`config.mk`:
```
export PLATFORM = sky130hd
export DESIGN_NAME = rf_access_responder
export DESIGN_NICKNAME = d
export VERILOG_FILES = /design/src/rtl/rf_access_responder.sv
export SDC_FILE = /design/constraint.sdc
export NUM_CORES = 1
export LEC_CHECK = 0
export BUFFER_PORTS_ARGS = -buffer_cell sky130_fd_sc_hd__buf_4
export CAP_MARGIN = 30
export CORE_AREA = 2 2 136 138
export DETAILED_ROUTE_END_ITERATION = 7
export DIE_AREA = 0 0 138 140
export PLACE_DENSITY = 0.7
export SYNTH_ARGS = -nofsm -noshare
export SYNTH_HDL_FRONTEND = slang
export SYNTH_SLANG_ARGS = --single-unit
```
`constraint.sdc`:
```
create_clock -name in_clk -period 2.33 [get_ports in_clk]
set_input_delay 0.466 -clock in_clk [delete_from_list [all_inputs] [get_ports in_clk]]
set_output_delay 0.466 -clock in_clk [all_outputs]
set_load 0.01 [all_outputs]
```
`src/rtl/rf_access_responder.sv`:
```
// Responder for the coprocessor register-file bus plus a host preload channel.
// Optional transaction counters are enabled with `define RF_TXN_COUNT_EN.
module rf_access_responder #(
    parameter int size          = 2,
    parameter int cell_width    = 32,
    parameter int address_width = $clog2(size*size)
) (
    input  logic                          in_clk,
    input  logic                          in_reset,
    input  logic                          in_read_en,
    input  logic                          in_write_en,
    input  logic [address_width-1:0]      in_address,
    input  logic [1:0]                    in_type,
    input  logic [1:0]                    in_matrix,
    input  logic [cell_width*size-1:0]    in_data,
    output logic [cell_width*size-1:0]    out_data,
    output logic                          out_data_ready,
    output logic                          out_ack,
    input  logic                          in_host_valid,
    input  logic [address_width-1:0]      in_host_address,
    input  logic [1:0]                    in_host_type,
    input  logic [1:0]                    in_host_matrix,
    input  logic [cell_width*size-1:0]    in_host_data,
    output logic                          out_host_ready,
    output logic [address_width-1:0]      out_rf_address,
    output logic [1:0]                    out_rf_type,
    output logic [1:0]                    out_rf_select_matrix,
    output logic [cell_width*size-1:0]    out_rf_data,
    output logic                          out_rf_read_en,
    output logic                          out_rf_write_en,
    input  logic [cell_width*size-1:0]    in_rf_data,
    output logic                          out_protocol_err
`ifdef RF_TXN_COUNT_EN
    ,
    output logic [15:0]                   out_read_count,
    output logic [15:0]                   out_write_count
`endif
);

    localparam int DataW = cell_width*size;

    localparam logic [2:0] S_IDLE       = 3'd0;
    localparam logic [2:0] S_RD_ISSUE   = 3'd1;
    localparam logic [2:0] S_RD_CAPTURE = 3'd2;
    localparam logic [2:0] S_WR_ISSUE   = 3'd3;
    localparam logic [2:0] S_HOST_WR    = 3'd4;
    localparam logic [2:0] S_DONE       = 3'd5;
    localparam logic [2:0] S_RELEASE    = 3'd6;

    logic [2:0]               state_q, state_d;
    logic [address_width-1:0] addr_q, addr_d;
    logic [1:0]               type_q, type_d;
    logic [1:0]               matrix_q, matrix_d;
    logic [DataW-1:0]         wdata_q, wdata_d;
    logic [DataW-1:0]         rdata_q, rdata_d;
    logic                     data_ready_q, data_ready_d;
    logic                     ack_q, ack_d;
    logic                     host_ready_q, host_ready_d;
    logic                     protocol_err_q, protocol_err_d;

    always_comb begin
        state_d        = state_q;
        addr_d         = addr_q;
        type_d         = type_q;
        matrix_d       = matrix_q;
        wdata_d        = wdata_q;
        rdata_d        = rdata_q;
        data_ready_d   = 1'b0;
        ack_d          = 1'b0;
        host_ready_d   = 1'b0;
        protocol_err_d = protocol_err_q;

        case (state_q)
            S_IDLE: begin
                if (in_read_en) begin
                    state_d  = S_RD_ISSUE;
                    addr_d   = in_address;
                    type_d   = in_type;
                    matrix_d = in_matrix;
                    wdata_d  = '0;
                    if (in_write_en) begin
                        protocol_err_d = 1'b1;
                    end
                end else if (in_write_en) begin
                    state_d  = S_WR_ISSUE;
                    addr_d   = in_address;
                    type_d   = in_type;
                    matrix_d = in_matrix;
                    wdata_d  = in_data;
                end else if (in_host_valid && !host_ready_q) begin
                    // host_ready_q guard: the host sees ready and drops valid in this same cycle
                    state_d  = S_HOST_WR;
                    addr_d   = in_host_address;
                    type_d   = in_host_type;
                    matrix_d = in_host_matrix;
                    wdata_d  = in_host_data;
                end
            end
            S_RD_ISSUE: state_d = S_RD_CAPTURE;
            S_RD_CAPTURE: begin
                rdata_d      = in_rf_data;
                data_ready_d = 1'b1;
                state_d      = S_RELEASE;
            end
            S_WR_ISSUE: state_d = S_DONE;
            S_DONE: begin
                ack_d   = 1'b1;
                state_d = S_RELEASE;
            end
            S_HOST_WR: begin
                host_ready_d = 1'b1;
                state_d      = S_IDLE;
            end
            S_RELEASE: begin
                if (!in_read_en && !in_write_en) begin
                    state_d = S_IDLE;
                end
            end
            default: state_d = S_IDLE;
        endcase
    end

    always_ff @(posedge in_clk or negedge in_reset) begin
        if (!in_reset) begin
            state_q        <= S_IDLE;
            addr_q         <= '0;
            type_q         <= '0;
            matrix_q       <= '0;
            wdata_q        <= '0;
            rdata_q        <= '0;
            data_ready_q   <= 1'b0;
            ack_q          <= 1'b0;
            host_ready_q   <= 1'b0;
            protocol_err_q <= 1'b0;
        end else begin
            state_q        <= state_d;
            addr_q         <= addr_d;
            type_q         <= type_d;
            matrix_q       <= matrix_d;
            wdata_q        <= wdata_d;
            rdata_q        <= rdata_d;
            data_ready_q   <= data_ready_d;
            ack_q          <= ack_d;
            host_ready_q   <= host_ready_d;
            protocol_err_q <= protocol_err_d;
        end
    end

    // Enables decode straight from state so an async reset drops them at once.
    logic rf_rd, rf_wr, rf_issue;
    assign rf_rd    = (state_q == S_RD_ISSUE);
    assign rf_wr    = (state_q == S_WR_ISSUE) || (state_q == S_HOST_WR);
    assign rf_issue = rf_rd || rf_wr;

    assign out_rf_read_en       = rf_rd;
    assign out_rf_write_en      = rf_wr;
    assign out_rf_address       = rf_issue ? addr_q   : '0;
    assign out_rf_type          = rf_issue ? type_q   : '0;
    assign out_rf_select_matrix = rf_issue ? matrix_q : '0;
    assign out_rf_data          = rf_wr    ? wdata_q  : '0;

    assign out_data         = rdata_q;
    assign out_data_ready   = data_ready_q;
    assign out_ack          = ack_q;
    assign out_host_ready   = host_ready_q;
    assign out_protocol_err = protocol_err_q;

`ifdef RF_TXN_COUNT_EN
    logic [15:0] rd_cnt_q, rd_cnt_d;
    logic [15:0] wr_cnt_q, wr_cnt_d;

    // Counts advance on the same edge that raises the matching pulse; host writes are excluded.
    always_comb begin
        rd_cnt_d = rd_cnt_q;
        wr_cnt_d = wr_cnt_q;
        if (data_ready_d && (rd_cnt_q != 16'hFFFF)) begin
            rd_cnt_d = rd_cnt_q + 16'd1;
        end
        if (ack_d && (wr_cnt_q != 16'hFFFF)) begin
            wr_cnt_d = wr_cnt_q + 16'd1;
        end
    end

    always_ff @(posedge in_clk or negedge in_reset) begin
        if (!in_reset) begin
            rd_cnt_q <= '0;
            wr_cnt_q <= '0;
        end else begin
            rd_cnt_q <= rd_cnt_d;
            wr_cnt_q <= wr_cnt_d;
        end
    end

    assign out_read_count  = rd_cnt_q;
    assign out_write_count = wr_cnt_q;
`endif

endmodule
```
==> metrics.csv, run 1 <==
stage,metric,value,unit
run_status,outcome,"finished, final reports clean",
placed_design,post-DP HPWL,14200,um
global_route,first-pass GRT wire length,29800,um
yosys,Synth top area share,0.520,
clock_network,clk slew on worst S/H paths,70,ps
sta,Final Max Tran Viols,0,
yosys,cell type with the largest total area after synthesis,dfrtp_1,
die,row count,49,
die,die width,138,um
routing,Detail Route Antenna Nets,0,
global_route,vias in the first global route,5670,
power,logic gate share of total power,0.459,
placed_design,dpl ws,312,ps
min_path,HP Class,input port to flip-flop,
finish,most frequent cells in the layout,"344 x buf_4, 138 x dfrtp_1, 133 x mux2_2, 66 x nor2_1, 64 x mux2i_1",
yosys,mapped cell area,0.00678,sq mm
finish,area grow syn2layout,55.5,%
placed_design,dpl cells,1093,
finish,layout net count,1104,
sta,post-route setup slack,7.12,ps
power,pwr dens,1220,mW/mm^2
die,Initial Util,0.381,
global_route,GR Overflow Total,0,
finish,ratio of cells with drive above 1 in the final layout,0.615,
die,io pins,349,
power,Sw Ratio,0.327,
routing,Vias/cell,4.78,
placed_design,gpl congestion,0.772,
sta,final setup vio count,0,
power,switching pwr,4.22,mW
sta,Final Critical Period,2320,ps
global_route,GRT Total Usage,0.195,
finish,Ant. Diodes,0,
die,Die Y,140,um
clock_network,worst skew pair latency,420,ps
clock_network,CTS tree,yes,
power,P_leak,5.29,nW
yosys,Yosys reg bits,141,
yosys,Yosys cell types,26,
routing,Detailed Routing Iterations Pass 1,4,
sta,Fmax,0.431,GHz
die,Die ar.,0.0193,sq mm
setup_path,max incr delay on CP,440,ps
clock_network,Root Driver,clkbuf_16,
clock_network,htree depth,4,
yosys,synth warn,0,
global_route,M3 GR Usage,0.0738,
setup_path,list of cells traversed by the critical path,"nand2b_4, o22ai_4, buf_12, clkbuf_16, and2_4, buf_6",
setup_path,Worst EP required,1860,ps
sta,crit share post-route,0.997,
job,MaxCap Viol Count,0,
sta,Rel. slew slack,0.504,
routing,WL final,20000,um
power,internal power,8.67,mW
setup_path,CP max stage cell,dfrtp_2,
sta,Least-Margin Pin Slew,743,ps
routing,drt drc,0,
yosys,Syn Nets,753,
power,Reg power frac,0.325,
clock_network,deepest clock path buffer count,2,
routing,routed length per instance,17.6,um
routing,First DRT Iteration DRCs,101,
placed_design,IO Port Bufs,348,
sta,total negative slack,0,ps
global_route,grt met1 use,0.214,
global_route,met2 Use GR,0.350,
sta,Setup Skew,13.6,ps
setup_path,Startpoint Class,flip-flop,
setup_path,"Max FO, Critical Path",7,
sta,RSZ-0062 raised after global routing,yes,
global_route,most crowded layer after global routing,met2,
global_route,initial antenna violation count,0,
setup_path,critical path capture point type,output port,
power,peak supply drop,0.765,mV
yosys,Syn Area/Cell,12.5,sq um
die,core area,0.0178,sq mm
setup_path,CP Class,flip-flop to output port,
finish,Layout Utilization,0.593,
finish,"commonest non-fill, non-tap cell in the layout",buf_4,
power,Clock power frac,0.216,
clock_network,Clock Sinks,141,
yosys,sequential element share of the synthesized area,0.520,
clock_network,CTS Buf Count,17,
sta,Final Hold Viols,0,
yosys,ranking of synthesized cells by area,"dfrtp_1 52%, mux2_2 22%, mux2i_1 9.6%",
yosys,Cells after Synth,544,
setup_path,Critical Path AT,1860,ps
global_route,largest net degree at the start of global routing,69,
routing,DR vias,5434,
finish,Non-Filler Instances,1137,
power,total power draw,12.9,mW
[state kept, by name, summed over array words and instances (netlist names)]
signal / flops
out_data: 64
wdata_q: 64
state_q: 3
addr_q: 2
matrix_q: 2
type_q: 2
out_ack: 1
out_data_ready: 1
out_host_ready: 1
out_protocol_err: 1
[cells in the mapped netlist, drive strengths merged]
cell    count
buf        26
mux2i      65
nor2b       6
o211a       1
o21ai       3
nand2b      3
a21boi      1
and3b       1
inv         1
a21oi       2
a31oi       1
nor3b       2
mux2      140
o22ai       1
nor2       68
o21ba       1
clkbuf     14
and2       64
a31o        1
nand2       1
nor3        1
dfrtp     141
[routing by layer]
layer | part of all wire | up-vias | wire (um)
met5 | 0 | - | 0
met4 | 0.020 | 0 | 401
met3 | 0.077 | 20 | 1540
met2 | 0.52 | 215 | 10500
met1 | 0.38 | 2628 | 7600
li1 | - | 2571 | -
[worst paths after layout]
kind / from / endpoint / slack [ps] / cells past startpoint
setup reg to reg: state_q[1] / wdata_q[49] / 380 / 5
hold reg to reg: out_protocol_err / out_protocol_err / 470 / 1
setup / recovery: state_q[1] / out_rf_data[46] / 7 / 6
max in group asynchronous: in_reset / state_q[2] / 1130 / 3
min in group asynchronous: in_reset / out_data[28] / 530 / 2
hold / removal: in_rf_data[29] / out_data[29] / 270 / 2
[critical path: cells and delay by family, from the launching register on]
kind	cells	cell delay, ps
flip-flops	1	440
buffers and inverters	3	430
AND/OR/NAND/NOR	2	300
AO/OA/AOI/OAI	1	270
[stage by stage]
stage | hold WS (ps) | area [sq um]
6_report | 275 | 10500
5_1_grt | 252 | 10500
4_1_cts | 258 | 10300
3_5_place_dp | 421 | 9680
3_3_place_gp | 421 | 9680
2_1_floorplan | 170 | 6780
[cells by family (layout without fill, tap and decap cells)]
logic type / count (synthesis) / in the layout / share of synthesized area
and+or+nand+nor: 146 / 146 / 0.110
DFF: 141 / 141 / 0.520
buffers and inverters: 41 / 405 / 0.0299
AOI/OAI and AO/OA: 11 / 11 / 0.0114
muxes: 205 / 205 / 0.328
[cell type report]
cell class	count	area, sq um
Sequential cell	141	3530
Clock inverter	14	173
Tap cell	229	287
Fill cell	1518	7230
Inverter	1	3.75
Clock buffer	18	429
Timing Repair Buffer	372	3000
Multi-Input combinational cell	362	3120
[timing repair]
action / CTS / global route
pin swaps: 0 / 11
setup endpoints to repair: 53 / 64
resized for setup: 5 / 30
hold endpoints to repair: 41 / 0
cloned: 0 / 5
hold buffers: 1 / 0
setup buffers: 0 / 6
[power groups by stage]
| stage | registers (mW) | logic (mW) | clock network (mW) |
|---|---|---|---|
| after floorplan | 4.32 | 2.78 | 0 |
| after global placement | 4.20 | 5.35 | 0 |
| after detailed placement | 4.21 | 5.45 | 0 |
| after CTS | 4.19 | 5.51 | 2.85 |
| after global routing | 4.34 | 6.32 | 2.95 |
| final | 4.19 | 5.92 | 2.78 |
Note: power is estimated with default switching activity, not from simulation.
==> run 2: changes to the inputs <==
--- a/config.mk
+++ b/config.mk
@@ -5,12 +5,12 @@
 export SDC_FILE = /design/constraint.sdc
 export NUM_CORES = 1
 export LEC_CHECK = 0
-export BUFFER_PORTS_ARGS = -buffer_cell sky130_fd_sc_hd__buf_4
 export CAP_MARGIN = 30
 export CORE_AREA = 2 2 136 138
 export DETAILED_ROUTE_END_ITERATION = 7
 export DIE_AREA = 0 0 138 140
-export PLACE_DENSITY = 0.7
+export DONT_BUFFER_PORTS = 1
+export PLACE_DENSITY = 0.53
 export SYNTH_ARGS = -nofsm -noshare
 export SYNTH_HDL_FRONTEND = slang
 export SYNTH_SLANG_ARGS = --single-unit
==> metrics.csv, run 2 (synthesis gave the netlist of run 1 again) <==
stage,metric,value,unit,change
routing,Detailed Routing Iterations Pass 1,4,,unchanged
power,P_leak,3.47,nW,was 5.29 nW
sta,post-route setup slack,66.2,ps,was 7.12 ps
finish,ratio of cells with drive above 1 in the final layout,0.362,,was 0.615
die,Die ar.,0.0193,sq mm,unchanged
global_route,GR Overflow Total,0,,unchanged
clock_network,CTS Buf Count,17,,unchanged
finish,layout net count,746,,was 1104
global_route,first-pass GRT wire length,25000,um,was 29800 um
global_route,initial antenna violation count,0,,unchanged
die,die width,138,um,unchanged
routing,routed length per instance,21.0,um,was 17.6 um
placed_design,post-DP HPWL,11200,um,was 14200 um
clock_network,Root Driver,clkbuf_16,,unchanged
placed_design,dpl ws,55.5,ps,was 312 ps
setup_path,RR Endpoint,wdata_q[26],,was wdata_q[49]
setup_path,list of cells traversed by the critical path,"nand2b_4, o22ai_4, buf_4, buf_8, and2_1",,"was nand2b_4, o22ai_4, buf_12, clkbuf_16, and2_4, buf_6"
power,peak supply drop,0.624,mV,was 0.765 mV
run_status,outcome,finished with violations,,"was finished, final reports clean"
power,pwr dens,1390,mW/mm^2,was 1220 mW/mm^2
setup_path,Setup crit end,out_rf_data[23],,was out_rf_data[46]
setup_path,register-to-register setup slack,250,ps,was 380 ps
clock_network,Clock Sinks,141,,unchanged
power,total power draw,10.7,mW,was 12.9 mW
run_status,violated checks,hold timing,,
min_path,HP Class,input port to asynchronous set/reset pin,,was input port to flip-flop
setup_path,worst setup path start,state_q[1],,unchanged
finish,area grow syn2layout,13.5,%,was 55.5%
die,row count,49,,unchanged
global_route,GRT Total Usage,0.165,,was 0.195
sta,crit share post-route,0.972,,was 0.997
clock_network,CTS tree,yes,,unchanged
routing,First DRT Iteration DRCs,142,,was 101
sta,Final Max Tran Viols,0,,unchanged
sta,WHS,-260,ps,was 275 ps
sta,Final Critical Period,2260,ps,was 2320 ps
placed_design,gpl congestion,0.811,,was 0.772
sta,Least-Margin Pin Slew,529,ps,was 743 ps
setup_path,"Max FO, Critical Path",20,,was 7
finish,most frequent cells in the layout,"138 x dfrtp_1, 133 x mux2_2, 66 x nor2_1, 64 x mux2i_1, 54 x and2_1",,"was 344 x buf_4, 138 x dfrtp_1, 133 x mux2_2, 66 x nor2_1, 64 x mux2i_1"
setup_path,Critical Path AT,1800,ps,was 1860 ps
routing,DR vias,4016,,was 5434
die,io pins,349,,unchanged
die,Die Y,140,um,unchanged
clock_network,deepest clock path buffer count,2,,unchanged
clock_network,clk slew on worst S/H paths,60,ps,was 70 ps
setup_path,critical path capture point type,output port,,unchanged
die,core area,0.0178,sq mm,unchanged
routing,Vias/cell,5.16,,was 4.78
sta,Rel. slew slack,0.647,,was 0.504
routing,WL final,16300,um,was 20000 um
job,MaxCap Viol Count,0,,unchanged
placed_design,IO Port Bufs,0,,was 348
routing,drt drc,0,,unchanged
setup_path,CP max stage cell,dfrtp_2,,unchanged
setup_path,Worst EP required,1860,ps,about the same
sta,final setup vio count,0,,unchanged
setup_path,max incr delay on CP,460,ps,was 440 ps
sta,Final Hold Viols,141,,was 0
clock_network,worst skew pair latency,420,ps,about the same
sta,Fmax,0.442,GHz,was 0.431 GHz
setup_path,Startpoint Class,flip-flop,,unchanged
sta,RSZ-0062 raised after global routing,yes,,unchanged
die,Initial Util,0.381,,unchanged
global_route,largest net degree at the start of global routing,142,,was 69
setup_path,Worst R2R Path Depth,5,,unchanged
setup_path,CP Class,flip-flop to output port,,unchanged
clock_network,htree depth,4,,unchanged
finish,Ant. Diodes,0,,unchanged
setup_path,Reg2Reg Launch Point,state_q[2],,was state_q[1]
finish,"commonest non-fill, non-tap cell in the layout",dfrtp_1,,was buf_4
global_route,vias in the first global route,4435,,was 5670
sta,Setup Skew,13.6,ps,about the same
routing,Detail Route Antenna Nets,0,,unchanged
==> run 2: critical path, delay by kind of cell (launching register included) <==
kind | cells | cell delay, ps
compound gates | 1 | 210
buf+inv | 2 | 330
flops | 1 | 460
simple gates | 2 | 380
==> run 2: per-stage QoR <==
| stage | TNS [ps] | area, sq um | instances | utilization |
|---|---|---|---|---|
| floorplan | 0 | 6780 | 544 | - |
| global placement | 0 | 6980 | 739 | 0.393 |
| detailed placement | 0 | 6980 | 739 | 0.393 |
| CTS | 0 | 7550 | 771 | 0.425 |
| global route | -115 | 7700 | 779 | 0.433 |
| finish | 0 | 7700 | 779 | 0.433 |
==> run 2: how the worst min path moves through the flow <==
stage / startpoint / to / slack [ps]
2_1_floorplan: in_reset / addr_q[0] / 170
3_3_place_gp: in_reset / wdata_q[12] / 180
3_5_place_dp: in_reset / wdata_q[11] / 180
4_1_cts: in_reset / wdata_q[11] / -280
5_1_grt: in_reset / wdata_q[12] / -290
6_report: in_reset / wdata_q[4] / -260
==> run 2: report_power, final <==
group          leakage, nW  switching [mW]  internal, mW  total, mW
clock network        0.266            1.13          1.40       2.53
logic                 1.47            1.54          1.99       3.53
registers             1.73            1.02          3.59       4.60
total                 3.47            3.69          6.98       10.7
==> run 2: area by class of cell <==
| class | instances | area, sq um |
|---|---|---|
| clock inverters | 14 | 125 |
| fillers | 1662 | 10100 |
| well taps | 229 | 287 |
| inverters | 1 | 3.75 |
| repair buffers | 14 | 198 |
| flip-flops and latches | 141 | 3530 |
| multi-input cells | 362 | 3130 |
| clock buffers | 18 | 429 |
==> run 2: metal layers <==
| metal | GRT usage | share of wire | vias up |
|---|---|---|---|
| li1 | - | - | 1857 |
| met1 | 0.190 | 0.38 | 1917 |
| met5 | 0 | 0 | - |
| met4 | 0.0483 | 0.0094 | 0 |
| met3 | 0.0677 | 0.093 | 10 |
| met2 | 0.283 | 0.52 | 232 |
==> run 2: what timing repair did <==
action,4_1_cts,5_1_grt
gates resized for setup,4,14
hold endpoints to repair,141,141
endpoints found under the setup margin,70,64
buffers inserted,0,6
pin swaps,0,1
gates cloned,0,2
